===== src/rtl/step_sequencer_pkg.sv =====
// Shared constants and state encoding for the step sequencer slice.
package step_sequencer_pkg;

  localparam int unsigned DEF_WIDTH_TIME = 32;
  localparam int unsigned DEF_N_STAGES   = 350;

  typedef enum logic [1:0] {
    ST_IDLE  = 2'd0,
    ST_CLEAR = 2'd1,
    ST_RUN   = 2'd2,
    ST_DONE  = 2'd3
  } seq_state_t;

endpackage


===== src/rtl/step_sequencer_if.sv =====
// Stage-index / done handshake between tick source, sequencer and solver stages.
interface step_sequencer_if
  import step_sequencer_pkg::*;
#(
  parameter int unsigned WIDTH_TIME = DEF_WIDTH_TIME,
  parameter int unsigned CNT_W      = 12
) ();

  logic                  run;
  logic                  step_tick;
  logic                  stage_ack;
  logic [WIDTH_TIME-1:0] stop_time;
  logic                  err_clr;
  logic [CNT_W-1:0]      counter;
  logic [WIDTH_TIME-1:0] sim_time;
  logic                  sta;
  logic                  busy;
  logic                  step_done;
  logic                  overrun;
  logic                  timeout_err;

  // Sequencer side: consumes ticks/acks, drives the stage index and status.
  modport master (
    input  run, step_tick, stage_ack, stop_time, err_clr,
    output counter, sim_time, sta, busy, step_done, overrun, timeout_err
  );

  // Environment side: tick source, stage array and status observer.
  modport slave (
    output run, step_tick, stage_ack, stop_time, err_clr,
    input  counter, sim_time, sta, busy, step_done, overrun, timeout_err
  );

endinterface


===== src/rtl/step_sequencer_stage_watchdog.sv =====
// Per-stage dwell and timeout counters, both restarted by an advance strobe.
module stage_watchdog
  import step_sequencer_pkg::*;
#(
  parameter int unsigned MIN_DWELL = 2,
  parameter int unsigned TIMEOUT   = 1024
) (
  input  logic clk,
  input  logic rst_n,
  input  logic i_clr,
  output logic o_ack_ok,
  output logic o_expire
);

  localparam int unsigned DW = (MIN_DWELL < 2) ? 1 : $clog2(MIN_DWELL + 1);
  localparam int unsigned TW = (TIMEOUT < 2) ? 1 : $clog2(TIMEOUT);

  logic [DW-1:0] r_dwell;
  logic [TW-1:0] r_tmo;

  // Dwell counter: zero in the first cycle of a stage, saturates at MIN_DWELL.
  always_ff @(posedge clk or negedge rst_n) begin
    if (!rst_n) begin
      r_dwell <= '0;
    end else if (i_clr) begin
      r_dwell <= '0;
    end else if (r_dwell != DW'(MIN_DWELL)) begin
      r_dwell <= r_dwell + DW'(1);
    end
  end

  // Timeout counter: zero in the first cycle of a stage, saturates at TIMEOUT-1.
  always_ff @(posedge clk or negedge rst_n) begin
    if (!rst_n) begin
      r_tmo <= '0;
    end else if (i_clr) begin
      r_tmo <= '0;
    end else if (r_tmo != TW'(TIMEOUT - 1)) begin
      r_tmo <= r_tmo + TW'(1);
    end
  end

  // The current cycle counts toward the dwell/timeout, hence the +1.
  always_comb begin
    o_ack_ok = (32'(r_dwell) + 32'd1) >= MIN_DWELL;
    o_expire = (32'(r_tmo) + 32'd1) >= TIMEOUT;
  end

endmodule


===== src/rtl/step_sequencer.sv =====
// Walks the stage index 1..N_STAGES once per real-time tick and tracks sim_time.
module step_sequencer
  import step_sequencer_pkg::*;
#(
  parameter int unsigned N_STAGES   = DEF_N_STAGES,
  parameter int unsigned CNT_W      = 12,
  parameter int unsigned WIDTH_TIME = DEF_WIDTH_TIME,
  parameter int unsigned MIN_DWELL  = 2,
  parameter int unsigned TIMEOUT    = 1024
) (
  input  logic           clk,
  input  logic           sta_n,
  step_sequencer_if.master bus
);

  seq_state_t            r_state;
  seq_state_t            w_next_state;
  logic [CNT_W-1:0]      r_counter;
  logic [CNT_W-1:0]      w_next_counter;
  logic [WIDTH_TIME-1:0] r_sim_time;
  logic                  r_sta;
  logic                  r_busy;
  logic                  r_step_done;
  logic                  r_overrun;
  logic                  r_timeout_err;

  logic w_in_run;
  logic w_ack_ok;
  logic w_expire;
  logic w_accept;
  logic w_advance;
  logic w_tmo_set;
  logic w_start;
  logic w_ovr_set;
  logic w_wd_clr;
  logic w_last;

  stage_watchdog #(
    .MIN_DWELL (MIN_DWELL),
    .TIMEOUT   (TIMEOUT)
  ) u_watchdog (
    .clk      (clk),
    .rst_n    (sta_n),
    .i_clr    (w_wd_clr),
    .o_ack_ok (w_ack_ok),
    .o_expire (w_expire)
  );

  // Qualify acks/expiry and tick requests; an accepted ack masks a same-cycle expiry.
  always_comb begin
    w_in_run  = (r_state == ST_RUN);
    w_accept  = w_in_run && bus.stage_ack && w_ack_ok;
    w_advance = w_in_run && (w_accept || w_expire);
    w_tmo_set = w_in_run && w_expire && !w_accept;
    w_start   = (r_state == ST_IDLE) && bus.step_tick && bus.run &&
                (r_sim_time < bus.stop_time);
    w_ovr_set = (r_state != ST_IDLE) && bus.step_tick;
    w_wd_clr  = !w_in_run || w_advance;
    w_last    = (r_counter == CNT_W'(N_STAGES));
  end

  // Next-state and next stage index.
  always_comb begin
    w_next_state   = r_state;
    w_next_counter = r_counter;
    case (r_state)
      ST_IDLE: begin
        if (w_start) begin
          w_next_state   = ST_CLEAR;
          w_next_counter = '0;
        end
      end
      ST_CLEAR: begin
        w_next_state   = ST_RUN;
        w_next_counter = CNT_W'(1);
      end
      ST_RUN: begin
        if (w_advance) begin
          if (w_last) begin
            w_next_state   = ST_DONE;
            w_next_counter = '0;
          end else begin
            w_next_counter = r_counter + CNT_W'(1);
          end
        end
      end
      ST_DONE: begin
        w_next_state   = ST_IDLE;
        w_next_counter = '0;
      end
      default: begin
        w_next_state   = ST_IDLE;
        w_next_counter = '0;
      end
    endcase
  end

  // State register.
  always_ff @(posedge clk or negedge sta_n) begin
    if (!sta_n) begin
      r_state <= ST_IDLE;
    end else begin
      r_state <= w_next_state;
    end
  end

  // Outputs are registered from the next state so they line up with the state they describe.
  always_ff @(posedge clk or negedge sta_n) begin
    if (!sta_n) begin
      r_counter   <= '0;
      r_sim_time  <= '0;
      r_sta       <= 1'b0;
      r_busy      <= 1'b0;
      r_step_done <= 1'b0;
    end else begin
      r_counter   <= w_next_counter;
      r_sta       <= (w_next_state == ST_CLEAR);
      r_busy      <= (w_next_state != ST_IDLE);
      r_step_done <= (w_next_state == ST_DONE);
      if (w_start && (r_sim_time != '1)) begin
        r_sim_time <= r_sim_time + WIDTH_TIME'(1);
      end
    end
  end

  // Sticky error flags; a set condition beats a same-cycle clear.
  always_ff @(posedge clk or negedge sta_n) begin
    if (!sta_n) begin
      r_overrun     <= 1'b0;
      r_timeout_err <= 1'b0;
    end else begin
      if (w_ovr_set) begin
        r_overrun <= 1'b1;
      end else if (bus.err_clr) begin
        r_overrun <= 1'b0;
      end
      if (w_tmo_set) begin
        r_timeout_err <= 1'b1;
      end else if (bus.err_clr) begin
        r_timeout_err <= 1'b0;
      end
    end
  end

  assign bus.counter     = r_counter;
  assign bus.sim_time    = r_sim_time;
  assign bus.sta         = r_sta;
  assign bus.busy        = r_busy;
  assign bus.step_done   = r_step_done;
  assign bus.overrun     = r_overrun;
  assign bus.timeout_err = r_timeout_err;

endmodule


===== src/flat_wrapper.sv =====
// flat-port wrapper written by rule: the top's interface ports become plain ports
module step_sequencer_flat import step_sequencer_pkg::*;
#(
  parameter int unsigned N_STAGES   = DEF_N_STAGES,
  parameter int unsigned CNT_W      = 12,
  parameter int unsigned WIDTH_TIME = DEF_WIDTH_TIME,
  parameter int unsigned MIN_DWELL  = 2,
  parameter int unsigned TIMEOUT    = 1024
)
  (clk, sta_n, bus_run, bus_step_tick, bus_stage_ack, bus_stop_time, bus_err_clr, bus_counter, bus_sim_time, bus_sta, bus_busy, bus_step_done, bus_overrun, bus_timeout_err);
  step_sequencer_if #(.WIDTH_TIME(WIDTH_TIME), .CNT_W(CNT_W)) bus_i ();
  input  logic clk;
  input  logic sta_n;
  input wire logic [$bits(bus_i.run)-1:0] bus_run;
  input wire logic [$bits(bus_i.step_tick)-1:0] bus_step_tick;
  input wire logic [$bits(bus_i.stage_ack)-1:0] bus_stage_ack;
  input wire logic [$bits(bus_i.stop_time)-1:0] bus_stop_time;
  input wire logic [$bits(bus_i.err_clr)-1:0] bus_err_clr;
  output wire logic [$bits(bus_i.counter)-1:0] bus_counter;
  output wire logic [$bits(bus_i.sim_time)-1:0] bus_sim_time;
  output wire logic [$bits(bus_i.sta)-1:0] bus_sta;
  output wire logic [$bits(bus_i.busy)-1:0] bus_busy;
  output wire logic [$bits(bus_i.step_done)-1:0] bus_step_done;
  output wire logic [$bits(bus_i.overrun)-1:0] bus_overrun;
  output wire logic [$bits(bus_i.timeout_err)-1:0] bus_timeout_err;
  assign bus_i.run = bus_run;
  assign bus_i.step_tick = bus_step_tick;
  assign bus_i.stage_ack = bus_stage_ack;
  assign bus_i.stop_time = bus_stop_time;
  assign bus_i.err_clr = bus_err_clr;
  assign bus_counter = bus_i.counter;
  assign bus_sim_time = bus_i.sim_time;
  assign bus_sta = bus_i.sta;
  assign bus_busy = bus_i.busy;
  assign bus_step_done = bus_i.step_done;
  assign bus_overrun = bus_i.overrun;
  assign bus_timeout_err = bus_i.timeout_err;
  step_sequencer #(.N_STAGES(N_STAGES), .CNT_W(CNT_W), .WIDTH_TIME(WIDTH_TIME), .MIN_DWELL(MIN_DWELL), .TIMEOUT(TIMEOUT)) u_core (.clk(clk), .sta_n(sta_n), .bus(bus_i));
endmodule

===== config.mk =====
export PLATFORM = sky130hd
export DESIGN_NAME = step_sequencer_flat
export DESIGN_NICKNAME = d
export VERILOG_FILES = /design/src/rtl/step_sequencer_pkg.sv /design/src/rtl/step_sequencer_if.sv /design/src/rtl/step_sequencer_stage_watchdog.sv /design/src/rtl/step_sequencer.sv /design/src/flat_wrapper.sv
export SDC_FILE = /design/constraint.sdc
export NUM_CORES = 1
export LEC_CHECK = 0
export CAP_MARGIN = 0
export CORE_MARGIN = 4
export CORE_UTILIZATION = 40
export CTS_BUF_LIST = sky130_fd_sc_hd__clkbuf_4 sky130_fd_sc_hd__clkbuf_8 sky130_fd_sc_hd__clkbuf_16
export CTS_CLUSTER_DIAMETER = 200
export DETAILED_ROUTE_END_ITERATION = 10
export GPL_TIMING_DRIVEN = 0
export MAX_ROUTING_LAYER = met4
export PLACE_DENSITY = 0.66
export SYNTH_ARGS = -nofsm -noshare
export SYNTH_HDL_FRONTEND = slang
export SYNTH_SLANG_ARGS = --single-unit

===== constraint.sdc =====
create_clock -name clk -period 3.26 [get_ports clk]
set_input_delay 0.652 -clock clk [delete_from_list [all_inputs] [get_ports clk]]
set_output_delay 0.652 -clock clk [all_outputs]
set_load 0.02 [all_outputs]

==> results.toml, run 1 <==
[status]
status = "finished clean"

[floorplanning]
start_util = 0.415
die_w_um = 107
core_region_area_mm2 = 0.00937
die-area_mm2 = 0.0114
die_y_um = 107
ios = 87
fp-row-count = 35

[critical_path]
cp-start-kind = "input pin"
cpLargestDelayFamily = "compound AO/OA/AOI/OAI gates"
critical_path_class = "input pin to register"
slowest_delay_ns = 0.46
worstPathRequired_ns = 3.51
cp_cell_sequence = "clkdlybuf4s50_1 > inv_1 > ha_1 > and3_2 > a221oi_4 > o2bb2ai_2 > o211a_4 > o21a_4 > or3_1 > buf_6 > o41ai_2"
arrival_ns = 3.33
worstPathMaxFanout = 10
critical_path_buf_inv_count = 3
slowest_stage = "clkdlybuf4s50_1"
end_kind = "register"

[clock_tree]
cts_sinks = 63
hold_buffers = 0
clk_pin_slew_ns = 0.07
cts_htree_levels = 3
clock_latency_ns = 0.34
clk_root_buffer_cell = "clkbuf_8"
cts_buffers = 9
max-clock-path-buffers = 2
cts_tree = "done"

[synthesis]
synth_area_leader_cell = "dfrtp_1"
synth_area_leaders = "dfrtp_1 (41%), ha_1 (13%), xnor2_1 (7.4%)"
synth_nets = 484
synth_warnings = 0
ys_ff_latch = 63
async_reset_ff_frac = 1.00
synth_top_area_share = 0.405
synth-edff-count = 0
ys.flop_type = "dfrtp_1"
syn_area_mm2 = 0.00389
syn_inst = 406
syn_area_per_cell_um2 = 9.58
synth_cell_types = 52
ys_seq_area_frac = 0.405

[flow_run]
cap_violations = 0

[pwr]
switching_share = 0.351
power.share.sequential = 0.395
peakVddDrop_mv = 0.279
p_leak_uw = 0.00236
internal_power_uw = 1590
p_sw_uw = 860
power.density_mw_per_mm2 = 474
p_clk_frac = 0.264
p_comb_frac = 0.341

[sta]
fin_crit_sh = 0.947
tightestPinTransition_ns = 0.788
setup_viol = 0
setup_slack_ns = 0.172
relSlewSlack = 0.474
min_period_ns = 3.09
skew_ns = 0.00866
maxSlewViolCount = 0
finalHoldViolCount = 0
rsz0062_at_grt = "no"
clock.fmax_mhz = 324

[cells_and_area]
utilization = 0.552
fillers = 880
layout-drive-gt1-share = 0.0827
layout.cells.non_filler = 637
syn2layout_area_growth_pct = 32.9
layout_common_cells = "clkdlybuf4s50_1 (85), dfrtp_1 (63), inv_1 (43), ha_1 (39), xnor2_1 (33)"
layout.nets = 582
final_common_cell = "clkdlybuf4s50_1"
antenna_cells = 0

[global_route]
grt-ovfl-total = 0
grt_util_all_layers = 0.173
antenna_found_initial = 0
grt_pass1_vias = 3456
grt_max_degree = 64
grt_first_pass_wirelength_mm = 15.7

[place]
port_buffers = 86
post-place-ws_ns = -0.500
hpwl_mm = 6.87
place_inst = 621
gp_congestion = 0.811

[route]
dr.pass1.iters = 4
drtIter0Drc = 97
wirelength_mm = 9.30
routed-via-count = 3302
wl_per_cell_um = 14.6
drc = 0
avgViaCountPerCell = 5.18
antenna_left = 0

[hold_path]
holdCritPathClass = "input pin to asynchronous set/reset pin"
-- through the flow --
step	hold WS, ns	instance area, µm²	total power [µW]	setup TNS, ns
after floorplan	0.356	3890	1480	0
after global placement	0.483	4910	1790	-49.43
after detailed placement	0.490	4910	1810	-16.28
after CTS	0.416	5100	2470	0
after global routing	0.456	5170	2630	0
final	0.389	5170	2450	0
-- power by group through the flow --
stage / logic [µW] / registers (µW) / clock network [µW]
floorplan: 452 / 1030 / 0
global placement: 813 / 977 / 0
detailed placement: 832 / 983 / 0
CTS: 841 / 969 / 662
global route: 950 / 983 / 696
finish: 836 / 969 / 648
-- synthesized netlist by cell type, types with 2 or more instances --
cell	number
o31ai_1	9
o211ai_1	2
xor2_1	7
o22ai_1	2
nand3_1	26
o21ai_0	24
o21a_1	2
nand4_1	19
nand2b_1	4
buf_2	2
and3_1	10
nor2_1	27
xnor2_1	33
ha_1	40
and4_1	5
inv_1	43
a21oi_1	12
nand2_1	22
and3_2	5
dfrtp_1	63
a21o_1	2
nor2b_1	2
nor4_1	2
nand3b_1	3
nand4b_1	2
o41ai_1	3
clkbuf_1	3
and2_1	7
mux2i_1	2
-- final cells by class --
cell class / instances / area, µm² / share of cell area
Multi-Input combinational cell: 291 / 2170 / 0.420
Sequential cell: 63 / 1580 / 0.305
Timing Repair Buffer: 87 / 866 / 0.167
Inverter: 43 / 161 / 0.0312
Tap cell: 129 / 161 / 0.0312
Clock buffer: 10 / 131 / 0.0254
Buffer: 9 / 51.3 / 0.00992
Clock inverter: 5 / 50.0 / 0.00968
-- logic make-up after synthesis --
family	Yosys count	synth area share
AOI/OAI and AO/OA	67	0.115
xor gates and xnor gates	40	0.0900
adders and majority gates	40	0.129
buffers and inverters	52	0.0547
DFF	63	0.405
muxes	3	0.00804
and+or+nand+nor	141	0.198
-- state kept, by name, summed over array words and instances (netlist names) --
name / count
u_core.bus.step_done: 1
u_core.bus.sim_time: 32
u_core.u_watchdog.r_tmo: 10
u_core.bus.overrun: 1
u_core.bus.sta: 1
u_core.r_state: 2
u_core.bus.busy: 1
u_core.u_watchdog.r_dwell: 2
u_core.bus.timeout_err: 1
u_core.bus.counter: 12
-- layer usage --
layer	track usage	up-vias	wire [µm]	share of wire
met3	0.0325	9	432	0.046
met2	0.285	71	4580	0.49
met4	0.0603	0	125	0.013
met5	-	-	0	0
met1	0.215	1598	4150	0.45
li1	-	1624	-	-
-- what timing repair did --
| item | in CTS | in global routing |
|---|---|---|
| pin swaps | 0 | 2 |
| setup endpoints to repair | 22 | 37 |
| setup buffers | 0 | 1 |
| gates resized for setup | 2 | 8 |
-- final timing paths --
| check | cells after the start | startpoint | endpoint | slack, ns |
|---|---|---|---|---|
| worst max register to register | 9 | u_core.bus.sim_time[6] | u_core.bus.counter[8] | 0.47 |
| worst max-delay path | 11 | bus_stop_time[6] | u_core.bus.counter[8] | 0.17 |
| max in group asynchronous | 1 | sta_n | u_core.u_watchdog.r_tmo[9] | 2.35 |
| worst min-delay path | 1 | sta_n | u_core.bus.sim_time[22] | 0.39 |
| min in group clk | 1 | u_core.u_watchdog.r_tmo[0] | u_core.u_watchdog.r_tmo[0] | 0.50 |
| worst min register to register | 1 | u_core.u_watchdog.r_tmo[0] | u_core.u_watchdog.r_tmo[0] | 0.50 |
-- worst register-to-register path, stage by stage, from the launching register on --
cell	delay (ns)
dfrtp_1	0.45
ha_1	0.34
and3_2	0.23
a221oi_4	0.31
o2bb2ai_2	0.10
o211a_4	0.26
o21a_4	0.23
or3_1	0.36
buf_6	0.15
o41ai_2	0.26
No activity file was read; power rests on OpenSTA's default activity.
==> run 2, diff against run 1 <==
--- a/config.mk
+++ b/config.mk
@@ -12,7 +12,6 @@
 export CTS_CLUSTER_DIAMETER = 200
 export DETAILED_ROUTE_END_ITERATION = 10
 export GPL_TIMING_DRIVEN = 0
-export MAX_ROUTING_LAYER = met4
 export PLACE_DENSITY = 0.66
 export SYNTH_ARGS = -nofsm -noshare
 export SYNTH_HDL_FRONTEND = slang
==> results.toml, run 2 (same netlist as run 1, synthesis figures left out) <==
[pwr]
power.density_mw_per_mm2 = 474
p_comb_frac = 0.341
switching_share = 0.351
p_clk_frac = 0.264
p_leak_uw = 0.00236
power.share.sequential = 0.395
internal_power_uw = 1590
peakVddDrop_mv = 0.279
p_sw_uw = 860

[cells_and_area]
layout.nets = 582
layout-drive-gt1-share = 0.0827
syn2layout_area_growth_pct = 32.9
final_common_cell = "clkdlybuf4s50_1"
largest_reg_flops = 32
layout_common_cells = "clkdlybuf4s50_1 (85), dfrtp_1 (63), inv_1 (43), ha_1 (39), xnor2_1 (33)"
utilization = 0.552
antenna_cells = 0

[critical_path]
worstPathRequired_ns = 3.50
critical_path_class = "input pin to register"
slowest_delay_ns = 0.46
cp_cell_sequence = "clkdlybuf4s50_1 > inv_1 > ha_1 > and3_2 > a221oi_4 > o2bb2ai_2 > o211a_4 > o21a_4 > or3_1 > buf_6 > o41ai_2"
arrival_ns = 3.33
cp-start-kind = "input pin"
end_kind = "register"
worstPathMaxFanout = 10
slowest_stage = "clkdlybuf4s50_1"

[clock_tree]
clk_root_buffer_cell = "clkbuf_8"
clock_latency_ns = 0.34
hold_buffers = 0
cts_sinks = 63
cts_tree = "done"
cts_buffers = 9
clk_pin_slew_ns = 0.07
max-clock-path-buffers = 2
cts_htree_levels = 3

[global_route]
grt_first_pass_wirelength_mm = 15.8
grt_pass1_vias = 3464
antenna_found_initial = 0
grt_max_degree = 64
grt-ovfl-total = 0
grt_util_all_layers = 0.168

[sta]
maxSlewViolCount = 0
relSlewSlack = 0.463
skew_ns = 0.00932
fin_crit_sh = 0.948
min_period_ns = 3.09
clock.fmax_mhz = 324
rsz0062_at_grt = "no"
finalHoldViolCount = 0
tightestPinTransition_ns = 0.805
setup_viol = 0
final.setup.tns_ns = 0

[route]
dr.pass1.iters = 4
wl_per_cell_um = 14.6
drc = 0
routed-via-count = 3308
avgViaCountPerCell = 5.19
antenna_left = 0
wirelength_mm = 9.32
drtIter0Drc = 105

[floorplanning]
core_region_area_mm2 = 0.00937
die_y_um = 107
ios = 87
die_w_um = 107
fp-row-count = 35
die-area_mm2 = 0.0114
start_util = 0.415

[flow_run]
cap_violations = 0

[hold_path]
holdCritPathClass = "input pin to asynchronous set/reset pin"

[status]
status = "finished clean"

[place]
gp_congestion = 0.799
hpwl_mm = 6.87
port_buffers = 86
run 2: area by class of cell:
class / count / area (µm²)
flip-flops and latches: 63 / 1580
plain buffers: 9 / 51.3
multi-input cells: 291 / 2170
clock buffers: 10 / 131
inverters: 43 / 161
clock inverters: 5 / 50.0
well taps: 129 / 161
fillers: 880 / 4200
repair buffers: 87 / 866
run 2: worst paths after layout:
path | start | endpoint | slack [ns] | depth (start not counted)
max | bus_stop_time[6] | u_core.bus.counter[8] | 0.17 | 11
max reg2reg | u_core.bus.sim_time[6] | u_core.bus.counter[8] | 0.47 | 9
min reg2reg | u_core.u_watchdog.r_tmo[0] | u_core.u_watchdog.r_tmo[0] | 0.50 | 1
min | sta_n | u_core.bus.sim_time[22] | 0.38 | 1
max in group asynchronous | sta_n | u_core.u_watchdog.r_tmo[1] | 2.33 | 1
min in group clk | u_core.u_watchdog.r_tmo[0] | u_core.u_watchdog.r_tmo[0] | 0.50 | 1
run 2: worst max-delay path, delay by kind of cell:
| kind | cells | cell delay, ns |
|---|---|---|
| buffers and inverters | 3 | 0.65 |
| adders and majority gates | 1 | 0.28 |
| AOI/OAI and AO/OA | 5 | 1.16 |
| and+or+nand+nor | 2 | 0.59 |
run 2: power groups by stage:
stage | clock network (µW) | registers, µW | logic (µW)
2_1_floorplan | 0 | 1030 | 452
3_3_place_gp | 0 | 977 | 813
3_5_place_dp | 0 | 983 | 832
4_1_cts | 662 | 969 | 841
5_1_grt | 696 | 983 | 950
6_report | 647 | 969 | 837
run 2: layer usage:
layer,GRT usage,part of all wire,vias up
li1,-,-,1623
met1,0.214,0.45,1603
met2,0.286,0.49,69
met3,0.0325,0.046,13
met4,0.0603,0.016,0
met5,0,0,-
run 2: timing repair:
item | CTS | global route
buffers inserted | 0 | 1
resized for setup | 2 | 8
gates cloned | 0 | 0
endpoints found under the setup margin | 22 | 37
pin swaps | 0 | 2
run 2: stage by stage:
step | cell area, µm² | instances | total power, µW | setup WS [ns] | hold WS [ns]
floorplan | 3890 | 406 | 1480 | 0.411 | 0.356
global placement | 4910 | 621 | 1790 | -0.554 | 0.483
detailed placement | 4910 | 621 | 1810 | -0.500 | 0.490
CTS | 5100 | 636 | 2470 | 0.00621 | 0.416
global route | 5170 | 637 | 2630 | 0.0398 | 0.450
finish | 5170 | 637 | 2450 | 0.170 | 0.384
==> RTL edit, RTL diff (config.mk and constraints of run 1) <==
The 4 states of `seq_state_t` get a Gray code encoding in 2 bits.
--- a/src/rtl/step_sequencer_pkg.sv
+++ b/src/rtl/step_sequencer_pkg.sv
@@ -7,6 +7,6 @@
   typedef enum logic [1:0] {
-    ST_IDLE  = 2'd0,
-    ST_CLEAR = 2'd1,
-    ST_RUN   = 2'd2,
-    ST_DONE  = 2'd3
+    ST_IDLE  = 2'b00,
+    ST_CLEAR = 2'b01,
+    ST_RUN   = 2'b11,
+    ST_DONE  = 2'b10
   } seq_state_t;
Behaviour: same outputs for any inputs over 10 cycles, from zero or initial values; not proved beyond that.
==> RTL edit against run 1 <==
Area after synthesis rose by 4.4%. Non-clock buffer count rose by 4. Final area rose by 2.6%. Sequential cell count did not move. Power fell by 8.2%. Setup slack improved by 89 ps. Wire length rose by 4.5%. Critical endpoint is now u_core.bus.counter[0].
==> RTL edit: results (changes against run 1) <==
* Global-route wire length before repair at 16500 um (+4.9%)
* Post-CTS sizing at 0 (-2)
* Pre-CTS setup slack at -270 ps (+230 ps)
* Layout cells sized above 1 at 8.53% (+0.27 points)
* Max_slew headroom at 47.7% (+0.23 points)
* Non-Filler Instances at 672 (+5.5%)
* Vias in the first global route at 3567 (+3.2%)
* Syn_nets at 512 (+5.8%)
* Depth of the worst register-to-register path at 8 (-1)
* Diode count at 0 (unchanged)
* Register area share after synthesis at 38.8% (-1.7 points)
* Worst vdd ir at 0.421 mV (+51%)
* Skew final at 12.4 ps (+3.70 ps)
* Final wirelength at 9710 um (+4.5%)
* Status: complete, no violations
* WP data arrival at 3240 ps (-90 ps)
* Leak at 2.44 nW (+3.3%)
* DP Area at 0.00509 mm^2 (+3.6%)
* Dpl cells at 656 (+5.6%)
* Peak per-stage delay on the critical path at 450 ps
* Top post-synthesis cells by area: dfrtp_1 39%, ha_1 11%, xor2_1 6.9%, inv_1 4.1%, nand3_1 3.1%
* Hpwl dp at 7270 um (+5.9%)
* Port Buffers at 86 (unchanged)
* Top delay family on crit path: simple AND/OR/NAND/NOR gates
* Filler Cell Count at 928 (+5.5%)
* Drt initial violations at 122 (+26%)
* Total track usage at 17.8% (+0.51 points)
* Top cells by count, synth: 63 x dfrtp_1, 44 x inv_1, 37 x ha_1, 32 x xor2_1, 31 x nor2_1
* Via/cell ratio at 5.28 (+1.9%)
* RePlAce Congestion at 0.867 (+7.0%)
* Pint at 1.50 mW (-5.6%)
* Nets at 609 (+4.6%)
[RTL edit: cell count changes after synthesis, moves of 5 or more]
cell and delta:
and2_1 -5, and3_2 -5, nand2_1 +8, nor3_1 +19, nor4_2 +9, o21ai_0 -7, xnor2_1 -25, xor2_1 +25
[RTL edit: kinds of logic (layout without fill, tap and decap cells)]
family	count (synthesis)	after routing	synth area share, %
AND/OR/NAND/NOR	179	179	25.2
AO/OA/AOI/OAI	58	58	9.45
buffers and inverters	58	160	5.97
adder cells (fa/ha/maj)	37	37	11.4
XOR/XNOR	40	40	8.62
multiplexers	2	2	0.523
flip-flops	63	63	38.8
[RTL edit: path summary, 6_finish.rpt]
check                                            from                         end  slack [ps]
setup / recovery                    bus_stop_time[29]       u_core.bus.counter[0]         260
hold reg to reg            u_core.u_watchdog.r_tmo[0]  u_core.u_watchdog.r_tmo[0]         480
hold / removal                                  sta_n              u_core.bus.sta         400
max in group asynchronous                       sta_n     u_core.bus.sim_time[26]        2360
setup reg to reg              u_core.bus.sim_time[29]       u_core.bus.counter[0]         580
min in group clk           u_core.u_watchdog.r_tmo[0]  u_core.u_watchdog.r_tmo[0]         480
[RTL edit: per-layer routing]
layer / share of wire, % / up-vias / GRT usage (%)
met3: 5.1 / 14 / 3.20
li1: - / 1758 / -
met2: 48 / 92 / 28.4
met5: 0 / - / -
met1: 46 / 1686 / 22.8
met4: 1.4 / 0 / 6.58
[RTL edit: power by group through the flow]
stage / Sequential (mW) / Clock, mW / Combinational (mW)
detailed placement: 0.954 / 0 / 0.647
floorplan: 0.994 / 0 / 0.349
finish: 0.938 / 0.670 / 0.643
CTS: 0.940 / 0.682 / 0.654
global route: 0.954 / 0.719 / 0.727
global placement: 0.953 / 0 / 0.639
[RTL edit: metrics by stage]
step / power [mW] / util [%]
2_1_floorplan: 1.34 / -
3_3_place_gp: 1.59 / 51.8
3_5_place_dp: 1.60 / 51.8
4_1_cts: 2.28 / 53.8
5_1_grt: 2.40 / 54.0
6_report: 2.25 / 54.0
[RTL edit: final cells by class]
cell class,count,area share (%)
multi-input combinational,316,42.7
sequential,63,29.7
timing repair buffer,86,16.2
tap,133,3.14
inverter,44,3.11
clock buffer,10,2.48
buffer,14,1.46
clock inverter,6,1.16
